## src/rtl/st_pair_integrator_pkg.sv

```systemverilog
// Shared types and the saturation helper for the pairing integrator.
// sat_n works on a wide fixed container so one function serves every width N <= MAX_N.
package st_pair_integrator_pkg;

   localparam int MAX_N = 64;

   typedef enum logic [1:0] {
      MODE_SUM   = 2'b00,
      MODE_DIFF  = 2'b01,
      MODE_ISUM  = 2'b10,
      MODE_IDIFF = 2'b11
   } mode_e;

   typedef struct packed {
      logic signed [MAX_N-1:0] value;
      logic                    ovf;
   } sat_res_t;

   localparam logic signed [MAX_N+1:0] ONE_W = 1;

   // r must already be sign-extended from N+2 bits; caller keeps value[n-1:0].
   function automatic sat_res_t sat_n(input logic signed [MAX_N+1:0] r,
                                      input int n,
                                      input logic sat_en);
      sat_res_t res;
      logic signed [MAX_N+1:0] hi;
      logic signed [MAX_N+1:0] lo;
      hi = (ONE_W <<< (n - 1)) - ONE_W;
      lo = -hi - ONE_W;
      res.ovf = (r > hi) || (r < lo);
      if (res.ovf && sat_en)
         res.value = (r > hi) ? hi[MAX_N-1:0] : lo[MAX_N-1:0];
      else
         res.value = r[MAX_N-1:0];
      return res;
   endfunction

endpackage

```

## src/rtl/st_pair_integrator_if.sv

```systemverilog
// Avalon-ST bundle for the pairing integrator: two operand sinks and one result source.
// Handshake: a beat transfers on a rising edge where valid && ready; a source holds data/valid until then.
interface st_pair_integrator_if #(parameter int N = 32);
   logic [N-1:0] asi_in0_data;
   logic         asi_in0_valid;
   logic         asi_in0_ready;
   logic [N-1:0] asi_in1_data;
   logic         asi_in1_valid;
   logic         asi_in1_ready;
   logic [N-1:0] aso_out0_data;
   logic         aso_out0_valid;
   logic         aso_out0_ready;

   modport slave (
      input  asi_in0_data, asi_in0_valid, output asi_in0_ready,
      input  asi_in1_data, asi_in1_valid, output asi_in1_ready,
      output aso_out0_data, aso_out0_valid, input aso_out0_ready
   );

   modport master (
      output asi_in0_data, asi_in0_valid, input asi_in0_ready,
      output asi_in1_data, asi_in1_valid, input asi_in1_ready,
      input  aso_out0_data, aso_out0_valid, output aso_out0_ready
   );
endinterface

```

## src/rtl/st_sync_fifo.sv

```systemverilog
// Synchronous FIFO with wrap-bit pointers and a registered full flag.
// Callers must only push when !full and only pop when !empty.
module st_sync_fifo #(
   parameter int W     = 32,
   parameter int DEPTH = 4
) (
   input  logic         clk,
   input  logic         rst,
   input  logic         push,
   input  logic [W-1:0] push_data,
   input  logic         pop,
   output logic [W-1:0] pop_data,
   output logic         full,
   output logic         empty
);
   localparam int AW = $clog2(DEPTH);

   logic [W-1:0] mem [DEPTH];
   logic [AW:0]  wr_ptr;
   logic [AW:0]  rd_ptr;
   logic [AW:0]  wr_next;
   logic [AW:0]  rd_next;

   always_comb begin
      wr_next = wr_ptr + (AW+1)'(push);
      rd_next = rd_ptr + (AW+1)'(pop);
   end

   // full resets high so the upstream sees ready=0 until the first edge after reset.
   always_ff @(posedge clk or posedge rst) begin
      if (rst) begin
         wr_ptr <= '0;
         rd_ptr <= '0;
         full   <= 1'b1;
      end else begin
         wr_ptr <= wr_next;
         rd_ptr <= rd_next;
         full   <= (wr_next[AW] != rd_next[AW]) && (wr_next[AW-1:0] == rd_next[AW-1:0]);
      end
   end

   always_ff @(posedge clk) begin
      if (push) mem[wr_ptr[AW-1:0]] <= push_data;
   end

   assign pop_data = mem[rd_ptr[AW-1:0]];
   assign empty    = (wr_ptr == rd_ptr);

endmodule

```

## src/rtl/st_pair_integrator.sv

```systemverilog
// Pairs operand streams A and B in order and emits sum, difference or a running integral,
// saturated or wrapped to N bits, through a single backpressured output register.
module st_pair_integrator
   import st_pair_integrator_pkg::*;
#(
   parameter int N     = 32,
   parameter int DEPTH = 4,
   parameter bit SAT   = 1'b1
) (
   input  logic               clock_clk,
   input  logic               reset_reset,
   st_pair_integrator_if.slave st,
   input  logic [1:0]         cfg_mode,
   input  logic               cfg_clear,
   output logic               sts_overflow
);
   logic         full0, empty0, full1, empty1;
   logic         push0, push1, pop_pair;
   logic [N-1:0] a_data, b_data;

   mode_e                mode;
   logic                 integ;
   logic signed [N-1:0]  acc;
   logic signed [N+1:0]  a_ext, b_ext, t, acc_ext, r;
   sat_res_t             sat_res;
   logic [N-1:0]         res_n;
   logic                 unused_sat_bits;

   logic [N-1:0]         out_data;
   logic                 out_valid;

   assign push0    = st.asi_in0_valid && !full0;
   assign push1    = st.asi_in1_valid && !full1;
   assign pop_pair = !empty0 && !empty1 && (!out_valid || st.aso_out0_ready);

   assign st.asi_in0_ready  = !full0;
   assign st.asi_in1_ready  = !full1;
   assign st.aso_out0_data  = out_data;
   assign st.aso_out0_valid = out_valid;

   st_sync_fifo #(.W(N), .DEPTH(DEPTH)) u_fifo_a (
      .clk(clock_clk), .rst(reset_reset),
      .push(push0), .push_data(st.asi_in0_data),
      .pop(pop_pair), .pop_data(a_data),
      .full(full0), .empty(empty0)
   );

   st_sync_fifo #(.W(N), .DEPTH(DEPTH)) u_fifo_b (
      .clk(clock_clk), .rst(reset_reset),
      .push(push1), .push_data(st.asi_in1_data),
      .pop(pop_pair), .pop_data(b_data),
      .full(full1), .empty(empty1)
   );

   // N+2 bits hold acc + (A +/- B) without loss; a same-cycle clear makes the pop see acc=0.
   always_comb begin
      mode    = mode_e'(cfg_mode);
      integ   = (mode == MODE_ISUM) || (mode == MODE_IDIFF);
      a_ext   = (N+2)'($signed(a_data));
      b_ext   = (N+2)'($signed(b_data));
      t       = ((mode == MODE_DIFF) || (mode == MODE_IDIFF)) ? (a_ext - b_ext) : (a_ext + b_ext);
      acc_ext = cfg_clear ? '0 : (N+2)'(acc);
      r       = integ ? (acc_ext + t) : t;
      sat_res = sat_n((MAX_N+2)'(r), N, SAT);
      res_n   = sat_res.value[N-1:0];
   end

   assign unused_sat_bits = ^sat_res.value;

   always_ff @(posedge clock_clk or posedge reset_reset) begin
      if (reset_reset) begin
         out_data     <= '0;
         out_valid    <= 1'b0;
         acc          <= '0;
         sts_overflow <= 1'b0;
      end else begin
         if (pop_pair) begin
            out_data  <= res_n;
            out_valid <= 1'b1;
         end else if (st.aso_out0_ready) begin
            out_valid <= 1'b0;
         end

         if (pop_pair && integ)
            acc <= res_n;
         else if (cfg_clear)
            acc <= '0;

         // An overflow on the same edge as a clear wins.
         if (pop_pair && sat_res.ovf)
            sts_overflow <= 1'b1;
         else if (cfg_clear)
            sts_overflow <= 1'b0;
      end
   end

endmodule

```

## src/flat_wrapper.sv

```systemverilog
// flat-port wrapper written by rule: the top's interface ports become plain ports
module st_pair_integrator_flat import st_pair_integrator_pkg::*;
#(
   parameter int N     = 32,
   parameter int DEPTH = 4,
   parameter bit SAT   = 1'b1
)
  (clock_clk, reset_reset, cfg_mode, cfg_clear, sts_overflow, st_asi_in0_data, st_asi_in0_valid, st_asi_in0_ready, st_asi_in1_data, st_asi_in1_valid, st_asi_in1_ready, st_aso_out0_data, st_aso_out0_valid, st_aso_out0_ready);
  st_pair_integrator_if #(.N(N)) st_i ();
  input  logic clock_clk;
  input  logic reset_reset;
  input  logic [1:0] cfg_mode;
  input  logic cfg_clear;
  output logic sts_overflow;
  input wire logic [$bits(st_i.asi_in0_data)-1:0] st_asi_in0_data;
  input wire logic [$bits(st_i.asi_in0_valid)-1:0] st_asi_in0_valid;
  output wire logic [$bits(st_i.asi_in0_ready)-1:0] st_asi_in0_ready;
  input wire logic [$bits(st_i.asi_in1_data)-1:0] st_asi_in1_data;
  input wire logic [$bits(st_i.asi_in1_valid)-1:0] st_asi_in1_valid;
  output wire logic [$bits(st_i.asi_in1_ready)-1:0] st_asi_in1_ready;
  output wire logic [$bits(st_i.aso_out0_data)-1:0] st_aso_out0_data;
  output wire logic [$bits(st_i.aso_out0_valid)-1:0] st_aso_out0_valid;
  input wire logic [$bits(st_i.aso_out0_ready)-1:0] st_aso_out0_ready;
  assign st_i.asi_in0_data = st_asi_in0_data;
  assign st_i.asi_in0_valid = st_asi_in0_valid;
  assign st_asi_in0_ready = st_i.asi_in0_ready;
  assign st_i.asi_in1_data = st_asi_in1_data;
  assign st_i.asi_in1_valid = st_asi_in1_valid;
  assign st_asi_in1_ready = st_i.asi_in1_ready;
  assign st_aso_out0_data = st_i.aso_out0_data;
  assign st_aso_out0_valid = st_i.aso_out0_valid;
  assign st_i.aso_out0_ready = st_aso_out0_ready;
  st_pair_integrator #(.N(N), .DEPTH(DEPTH), .SAT(SAT)) u_core (.clock_clk(clock_clk), .reset_reset(reset_reset), .st(st_i), .cfg_mode(cfg_mode), .cfg_clear(cfg_clear), .sts_overflow(sts_overflow));
endmodule
```

## config.mk

```make
export PLATFORM = sky130hd
export DESIGN_NAME = st_pair_integrator_flat
export DESIGN_NICKNAME = d
export VERILOG_FILES = /design/src/rtl/st_pair_integrator_pkg.sv /design/src/rtl/st_pair_integrator_if.sv /design/src/rtl/st_sync_fifo.sv /design/src/rtl/st_pair_integrator.sv /design/src/flat_wrapper.sv
export SDC_FILE = /design/constraint.sdc
export NUM_CORES = 1
export LEC_CHECK = 0
export BUFFER_PORTS_ARGS = -buffer_cell sky130_fd_sc_hd__buf_2
export CORE_MARGIN = 10
export CORE_UTILIZATION = 45
export CTS_CLUSTER_SIZE = 8
export DETAILED_ROUTE_END_ITERATION = 12
export GPL_ROUTABILITY_DRIVEN = 1
export PLACE_DENSITY = 0.63
export SLEW_MARGIN = 20
export SYNTH_ARGS = -nofsm -noshare
export SYNTH_HDL_FRONTEND = slang
export SYNTH_SLANG_ARGS = --single-unit
```

## constraint.sdc

```tcl
create_clock -name clock_clk -period 18.95 [get_ports clock_clk]
set_input_delay 2.8425 -clock clock_clk [delete_from_list [all_inputs] [get_ports clock_clk]]
set_output_delay 2.8425 -clock clock_clk [all_outputs]
set_load 0.05 [all_outputs]
```

# --- After elaboration in Yosys (flattened, before gate mapping) ---
# Memory sizes are Yosys's and may differ from the RTL's.
# Index checks and enable logic that the tools add are counted.
totals:
  input_bits: 72
  output_inout_bits: 36
  register_bits: 80
  ram_bits: 256
  n_memories: 2
  elab_cells: 65
classes:
  reduce_logical: 20
  addsub: 7
  n_mux: 15
  n_lt_le_gt_ge: 2
  n_eq_ne: 9
memory_table:
  columns: ["name", "depth", "width", "rd", "rd_clocked_by_memory_dff", "wr", "line_no", "text"]
  rows:
  - ["u_core.u_fifo_a.mem", 4, 32, 1, 0, 1, "st_sync_fifo.sv:18", "logic [W-1:0] mem [DEPTH];"]
  - ["u_core.u_fifo_b.mem", 4, 32, 1, 0, 1, "st_sync_fifo.sv:18", null]
ops:
  columns: ["operator", "n"]
  rows:
  - ["32-bit 2-to-1 mux", 4]
  - ["34-bit 2-to-1 mux", 3]
  - ["34-bit adder", 1]
  - ["34-bit by 32-bit > comparator with 1-bit output (second input constant)", 1]
  - ["34-bit by 32-bit less-than comparator with 1-bit output (second input constant)", 1]
  - ["32-bit by 32-bit adder with 33-bit output", 1]
  - ["32-bit by 32-bit subtractor with 33-bit output", 1]
  - ["3-bit by 1-bit adder with 3-bit output", 4]
  - ["1-bit logical AND", 8]
  - ["1-bit 2-to-1 mux", 8]
  - ["3-bit equality test", 2]
  - ["2-bit nonzero test", 3]
  - ["1-bit zero test", 5]
  - ["2-bit equality test", 2]
  - ["2-bit equality test (second input constant)", 2]
  - ["1-bit logical OR", 4]
  - ["2-bit by 1-bit equality test with 1-bit output (second input constant)", 1]
  - ["1-bit != test", 2]

# --- Depth between registers and ports, before layout ---
# Gate-level depths: netlist (run 1).
logic_depth:
  depth_word: 9
  depth_mapped: 35

# --- Hierarchy ---
# A second synthesis (run 1) with hierarchy kept.
unflattened:
  cells_unflattened: 1379
  area_unflattened_um2: 17763.3
modules_own_cells:
  columns: ["module", "area_per_inst_um2", "seq_area_each_um2", "cells_per_inst", "n_inst"]
  rows:
  - ["st_sync_fifo", 5012.3, 4020.1, 197, 2]
  - ["st_pair_integrator", 7738.7, 1651.6, 985, 1]

# --- Least setup slack after synthesis (run 1) ---
# No wires, ideal clock.
synth_timing:
  path_kind: "input to register"
  from: "in cfg_mode[0]"
  to: "reg u_core.out_data[18] (netlist: u_core.st.aso_out0_data[18])"
  arrival_time_ns: 8.401
  path_buffers: 3
  slack_ns: 10.424
  cell_stages: 26
  t_required_ns: 18.825
  cell_sequence: "clkbuf_1 buf_1 mux2i_1 fa_1 a21o_1 a221o_1 a21oi_1 o31ai_1 nor2_1 o21ai_0 a21o_1 a21oi_1 xnor2_1 ha_1 a21oi_1 and2_1 o21ai_0 a31oi_1 a2111oi_0 or3_1 a311o_1 nor2_2 nor2_2 buf_6 a31o_1 mux2_2"
synth_between:
  elab_chain_len: 8
  elab_cells_between_ends: 13
  cone_classes: "add/sub: 1; order compare: 2; eq/ne: 3; mux: 4; reduce/logical: 3"
synth_rtl:
  columns: ["item", "line_no", "text"]
  rows:
  - ["start, declared", "flat_wrapper.sv:12", "input logic [1:0] cfg_mode;"]
  - ["2-bit by 1-bit equality test with 1-bit output or 2-bit equality test (tied branches)", "st_pair_integrator.sv:61, st_pair_integrator.sv:58", null]
  - ["1-bit logical OR", "st_pair_integrator.sv:61", "t = ((mode == MODE_DIFF) || (mode == MODE_IDIFF)) ? (a_ext - b_ext) : (a_ext + b_ext);"]
  - ["34-bit 2-to-1 mux", "st_pair_integrator.sv:61", null]
  - ["34-bit adder", "st_pair_integrator.sv:63", "r = integ ? (acc_ext + t) : t;"]
  - ["34-bit 2-to-1 mux (*)", "st_pair_integrator.sv:63", null]
  - ["34-bit by 32-bit > comparator with 1-bit output or 34-bit by 32-bit less-than comparator with 1-bit output (tied branches)", "st_pair_integrator_pkg.sv:30, st_pair_integrator_pkg.sv:32", null]
  - ["32-bit 2-to-1 mux or 1-bit logical OR (tied branches)", "st_pair_integrator_pkg.sv:32, st_pair_integrator_pkg.sv:30", null]
  - ["32-bit 2-to-1 mux (*)", "st_pair_integrator_pkg.sv:31", "if (res.ovf && sat_en)"]
  - ["end signal, assigned", "st_pair_integrator.sv:78", "out_data <= res_n;"]
  - ["end, declared", "st_pair_integrator.sv:29", "logic [N-1:0] out_data;"]
# Mark *: on every way between the ends. The rest lies on a longest branch, timed or not.
# A chain may end at the register's enable or synchronous reset.

# --- Final worst setup path (run 1) ---
layout_timing:
  from: "reg u_core.u_fifo_b.rd_ptr[0]"
  to: "reg u_core.acc[29]"
layout_between:
  elab_chain_len: 9
  elab_cells_between_ends: 18
  cone_classes: "add/sub: 3; order compare: 2; eq/ne: 1; mux: 5; reduce/logical: 6; memory: 1"
layout_rtl:
  columns: ["item", "line_no", "text"]
  rows:
  - ["start, declared", "st_sync_fifo.sv:20", "logic [AW:0] rd_ptr;"]
  - ["start signal, assigned", "st_sync_fifo.sv:37", "rd_ptr <= rd_next;"]
  - ["memory 4 x 32 bit", null, null]
  - ["32-bit by 32-bit adder with 33-bit output or 32-bit by 32-bit subtractor with 33-bit output (tied branches)", "st_pair_integrator.sv:61", null]
  - ["34-bit 2-to-1 mux", "st_pair_integrator.sv:61", null]
  - ["34-bit adder", "st_pair_integrator.sv:63", null]
  - ["34-bit 2-to-1 mux", "st_pair_integrator.sv:63", null]
  - ["34-bit by 32-bit > comparator with 1-bit output or 34-bit by 32-bit less-than comparator with 1-bit output (tied branches)", "st_pair_integrator_pkg.sv:30, st_pair_integrator_pkg.sv:32", null]
  - ["32-bit 2-to-1 mux or 1-bit logical OR (tied branches)", "st_pair_integrator_pkg.sv:32, st_pair_integrator_pkg.sv:30", null]
  - ["32-bit 2-to-1 mux", "st_pair_integrator_pkg.sv:31", null]
  - ["32-bit 2-to-1 mux", "st_pair_integrator.sv:84", "if (pop_pair && integ)"]
  - ["end signal, assigned", "st_pair_integrator.sv:85", "acc <= res_n;"]
  - ["end, declared", "st_pair_integrator.sv:23", "logic signed [N-1:0] acc;"]
# Several ways; a longest one is shown, not always the timed one.

==> qor.txt, run 1 <==
Worst EP arrival - 10.03 ns
Syn. warnings - 0
endpoints failing setup - 0
post_cts resized - 0
ys flop type - edfxtp_1
Cell Rows - 72
die footprint - 47,000 µm²
hold depth - 1
Skew-Pair Late Insertion Delay - 0.59 ns
Hold EP - u_core.st.aso_out0_data[11]
register bit total from synthesis - 336
hold_sp - u_core.st.aso_out0_data[11]
initial drt markers - 1,087
crit path kind - flop to flop
top-count cell post-synth - edfxtp_1
Setup TNS Final - 0 ns
Syn-to-layout area delta - 14.0%
vias in the first global route - 11,500
DRT Pass-1 Iters - 5
Fill cells - 3,324
initial antenna violation count - 4
CTS Buf Count - 48
RR Startpoint - u_core.u_fifo_b.rd_ptr[0]
hold_buf cts - 0
Setup Buffers After CTS - 0
fin crit share - 0.509
layout cells sized above 1 - 0.191
Die Y - 217 µm
via/cell ratio - 5.71
Pins Over Slew Limit - 0
Detailed Route WL - 43,300 µm
total track usage - 0.182
crit end category - flop
synthesized area per cell - 12.8 µm²
met3 Resource Use GR - 0.0327
Startpoint Class - flop
GR Util met1 - 0.247
Post-Syn Area - 17,400 µm²
dpl hpwl - 30,500 µm
CTS tree - done
RSZ-0062 raised after global routing - no
Hold Path Class - flop to flop
Nets - 1,622
CTS H-tree lvls - 2
clock-pin slew on the worst setup and hold paths - 0.05 ns
Die X - 217 µm
status - complete, no violations
CP max stage cell - nor2_1
met2 GRT Util - 0.291
largest net degree at the start of global routing - 73
total gr overflow - 0
top cells by count, synth - 256 x edfxtp_1, 121 x a21oi_1, 88 x nor2_1, 84 x nand2_1, 78 x dfrtp_1
Slew HR - 0.251
Final Wtd Congestion - 0.942
first-pass GRT wire length - 66,900 µm
Yosys cell types - 76
cells after synthesis - 1,357
# DRC - 0
Routed Antenna Nets - 0
Crit Reg-Reg Endpoint - u_core.acc[29]
WL per Instance - 21.4 µm
register area share after synthesis - 0.556
worst slew pin tran - 1.12 ns
vias - 11,500
asr flop ratio synth - 0.238
count of boundary I/O pins - 108
CP max FO - 35
Clock Sinks - 336
syn_nets - 1,505
f_max - 0.104 GHz
min Tclk post-route - 9.65 ns
# port buffers - 107
CP required - 19.33 ns
Most common cell on crit path - nor2_1
clock tree buffer depth - 3
core area - 38,500 µm²
CTS root buf - clkbuf_16
global routing's busiest layer - met2
Yosys top cell by area - edfxtp_1
setup slack, reg-to-reg - 9.30 ns
Final Hold Fails - 0
R2R depth - 29
final clock skew - 0.0386 ns
Initial Utilization - 0.453
max-cap viol count - 0
max incr delay on CP - 0.89 ns
Post-synth EDFFs - 256
synth top area cells - edfxtp_1 44%, dfrtp_1 11%, mux4_2 8.4%
share of Yosys cell area claimed by the top area cell type - 0.441
## cells by family (layout without fill, tap and decap cells)
| kind of cell | count (synthesis) | in the layout | share of synthesized area |
|---|---|---|---|
| other | 0 | 2 | 0 |
| muxes | 90 | 90 | 0.0996 |
| and+or+nand+nor | 341 | 341 | 0.100 |
| xor gates and xnor gates | 95 | 95 | 0.0477 |
| AOI/OAI and AO/OA | 322 | 322 | 0.117 |
| DFF | 336 | 336 | 0.556 |
| buffers and inverters | 97 | 240 | 0.0235 |
| adders and majority gates | 76 | 76 | 0.0554 |
## metal layers
layer	vias to the layer above	part of all wire	wire, µm
met5	-	0.00060	26
met4	4	0.024	1040
met3	59	0.055	2360
met2	307	0.48	20700
met1	5740	0.44	19100
li1	5415	-	-
## registers in the layout (all words and copies together), names as in the netlist
signal	cells
u_core.u_fifo_b.full	1
u_core.u_fifo_b.wr_ptr	3
u_core.u_fifo_b.mem	128
u_core.u_fifo_a.rd_ptr	3
u_core.st.aso_out0_data	32
u_core.st.aso_out0_valid	1
u_core.u_fifo_a.full	1
u_core.u_fifo_a.mem	128
u_core.u_fifo_a.wr_ptr	3
u_core.u_fifo_b.rd_ptr	3
u_core.sts_overflow	1
u_core.acc	32
## cells in the final DEF, fill, tap and decap left out, drive strengths merged, types with 14 or more instances in the layout
cell    instances
a21o           27
a21oi         122
a31oi          14
and3           14
buf           124
clkbuf         73
dfrtp          78
edfxtp        256
ha             74
inv            40
mux2           18
mux4           65
nand2          84
nand2b         16
nand3          17
nand4          14
nor2           91
nor2b          42
nor3           19
o21ai          59
xnor2          73
xor2           22
## metrics by stage
step	area, µm²	hold WS [ns]	setup WS (ns)	instances	util
3_5_place_dp	18500	0.493	8.79	1942	0.481
2_1_floorplan	17400	0.491	10.42	1357	-
4_1_cts	19900	0.504	9.28	2018	0.517
6_report	19900	0.498	9.30	2020	0.517
3_3_place_gp	18500	0.476	9.03	1942	0.481
5_1_grt	19900	0.515	8.63	2018	0.517
## worst max path at each step
stage / start / endpoint / slack, ns / cells after the start
finish: u_core.u_fifo_b.rd_ptr[0] / u_core.acc[29] / 9.30 / 29
global route: u_core.u_fifo_b.rd_ptr[0] / u_core.acc[19] / 8.63 / 29
CTS: u_core.u_fifo_b.rd_ptr[0] / u_core.acc[29] / 9.28 / 29
detailed placement: cfg_mode[0] / u_core.acc[0] / 8.79 / 26
global placement: cfg_mode[0] / u_core.acc[0] / 9.03 / 26
floorplan: cfg_mode[0] / u_core.st.aso_out0_data[18] / 10.42 / 26
## critical path, delay by kind of cell (launching register included)
kind / cells / cell delay [ns]
AOI/OAI and AO/OA: 10 / 1.96
and+or+nand+nor: 13 / 4.64
xor gates and xnor gates: 2 / 0.50
muxes: 1 / 0.69
adders and majority gates: 2 / 0.75
buffers and inverters: 1 / 0.55
DFF: 1 / 0.34
## area by class of cell
| class | instances | area, µm² | area share |
|---|---|---|---|
| multi-input cells | 924 | 7360 | 0.370 |
| inverters | 40 | 151 | 0.00762 |
| clock inverters | 3 | 58.8 | 0.00296 |
| diodes | 2 | 5.00 | 0.000252 |
| flip-flops and latches | 336 | 9690 | 0.488 |
| well taps | 518 | 648 | 0.0326 |
| repair buffers | 124 | 663 | 0.0334 |
| clock buffers | 73 | 1290 | 0.0652 |
Power of run 1 is not shown: default switching activity piles up to over one toggle a cycle in this logic, so the estimate is an artifact.
==> inputs of run 2 (changes only) <==
Settings changed: PLACE_DENSITY 0.63 to 0.65.
Clock period 18.95 ns to 8.1 ns, I/O delays scaled along.
==> qor.txt, run 2 (synthesis results as in run 1) <==
CTS Buf Count - 48 (unchanged)
most frequent cells in the layout - 256 x edfxtp_1, 117 x a21oi_1, 107 x buf_2
setup slack, reg-to-reg - 0.42 ns (-8.89 ns)
Syn-to-layout area delta - 16.0%
vias in the first global route - 11,700 (+2.0%)
dpl hpwl - 31,400 µm (+2.7%)
Initial Utilization - 0.453 (unchanged)
status - complete, no violations
Pins Over Slew Limit - 0 (unchanged)
CP max stage cell - mux4_2
Fill cells - 3,263 (-1.8%)
clock tree buffer depth - 3 (unchanged)
core area - 38,500 µm² (unchanged)
vias - 11,500 (+0.19%)
RSZ-0062 raised after global routing - no
Critical Path Sink - u_core.acc[15]
Most common cell on crit path - buf_4
Clock Sinks - 336 (unchanged)
Routed Antenna Nets - 0 (unchanged)
crit end category - flop
clock-pin slew on the worst setup and hold paths - 0.05 ns (about the same)
Design Area, Final - 20,200 µm² (+1.7%)
count of boundary I/O pins - 108 (unchanged)
endpoints failing setup - 0 (unchanged)
max-cap viol count - 0 (unchanged)
most common cell after layout, fill and taps aside - edfxtp_1
die footprint - 47,000 µm² (unchanged)
via/cell ratio - 5.64 (-1.2%)
Critical path origin - u_core.u_fifo_b.rd_ptr[0]
largest net degree at the start of global routing - 74 (+1.4%)
min Tclk post-route - 7.68 ns (-1.96 ns)
initial drt markers - 1,123 (+3.3%)
initial antenna violation count - 3 (-1)
CP max FO - 8 (-77%)
crit path kind - flop to flop
CP required - 8.56 ns (-10.77 ns)
layout cells sized above 1 - 0.220 (+0.0282)
Detailed Route WL - 43,600 µm (+0.84%)
DRT Pass-1 Iters - 5 (unchanged)
# port buffers - 107 (unchanged)
dpl cell area - 18,700 µm² (+1.1%)
max incr delay on CP - 0.62 ns (-0.27 ns)
total track usage - 0.184 (+0.00174)
# DRC - 0 (unchanged)
Worst EP arrival - 8.14 ns (-1.89 ns)
Final Hold Fails - 0 (unchanged)
Startpoint Class - flop
CTS H-tree lvls - 2 (unchanged)
worst slew pin tran - 1.02 ns (-0.100 ns)
Final Wtd Congestion - 0.911 (-3.2%)
hold slack - 0.490 ns (-0.00789 ns)
RR Startpoint - u_core.u_fifo_b.rd_ptr[0]
first-pass GRT wire length - 67,700 µm (+1.3%)
Skew-Pair Late Insertion Delay - 0.57 ns (-0.02 ns)
Crit Reg-Reg Endpoint - u_core.acc[15]
final clock skew - 0.0193 ns (-0.0193 ns)
Cell Rows - 72 (unchanged)
Slew HR - 0.320 (+0.0687)
Die X - 217 µm (unchanged)
CTS tree - done
Nets - 1,657 (+2.2%)
total gr overflow - 0 (unchanged)
Setup TNS Final - 0 ns (unchanged)
Die Y - 217 µm (unchanged)
Hold Path Class - flop to flop
fin crit share - 0.948 (+0.439)
R2R depth - 30 (+3.4%)
f_max - 0.130 GHz (+26%)
WL per Instance - 21.3 µm (-0.54%)
CTS root buf - clkbuf_16
==> run 2: cell types whose count changed in the layout (fill, tap and decap cells not counted), moves of 3 or more <==
cell / change
buf_4: +32
a21oi_2: +3
a21oi_1: -3
clkbuf_1: -10
==> run 2: worst max-delay path, delay by kind of cell (launching register included) <==
kind | cells | cell delay [ns]
multiplexers | 1 | 0.62
flip-flops | 1 | 0.46
AND/OR/NAND/NOR | 8 | 1.39
XOR/XNOR | 2 | 0.56
AO/OA/AOI/OAI | 11 | 2.52
adder cells (fa/ha/maj) | 2 | 0.83
buffers and inverters | 6 | 1.16
==> run 2: repair_timing <==
| action | CTS | global route |
|---|---|---|
| hold buffers | 0 | 0 |
| endpoints found under the setup margin | 0 | 63 |
| buffers inserted | 0 | 10 |
| resized for setup | 0 | 18 |
==> run 2: how the worst min path moves through the flow <==
| stage | start | end | cells after the start |
|---|---|---|---|
| after floorplan | u_core.u_fifo_b.wr_ptr[2] | u_core.u_fifo_b.wr_ptr[2] | 1 |
| after global placement | u_core.sts_overflow | u_core.sts_overflow | 1 |
| after detailed placement | u_core.sts_overflow | u_core.sts_overflow | 1 |
| after CTS | reset_reset | u_core.u_fifo_b.rd_ptr[1] | 2 |
| after global routing | reset_reset | u_core.u_fifo_b.rd_ptr[1] | 2 |
| final | u_core.sts_overflow | u_core.sts_overflow | 1 |
==> run 2: layout make-up <==
type / instances / area, µm² / share of cell area
Antenna cell: 4 / 10.0 / 0.000495
Clock buffer: 63 / 1260 / 0.0622
Clock inverter: 4 / 98.8 / 0.00489
Inverter: 40 / 151 / 0.00749
Multi-Input combinational cell: 924 / 7410 / 0.367
Sequential cell: 336 / 9700 / 0.480
Tap cell: 518 / 648 / 0.0321
Timing Repair Buffer: 159 / 942 / 0.0466
==> run 2: stage by stage <==
stage | setup slack, ns | cells | util
floorplan | 0.549 | 1357 | -
global placement | 0.105 | 1967 | 0.487
detailed placement | 0.128 | 1967 | 0.487
CTS | 0.0311 | 2034 | 0.522
global route | 0.0202 | 2045 | 0.525
finish | 0.418 | 2048 | 0.526
==> run 2: routing by layer <==
layer / vias up / global-route usage / wire length, µm
li1: 5477 / - / -
met1: 5728 / 0.251 / 19900
met2: 293 / 0.287 / 20400
met3: 49 / 0.0388 / 2190
met4: 0 / 0.0622 / 1200
met5: - / 0 / 0
Power of run 2 is left out for the same reason.
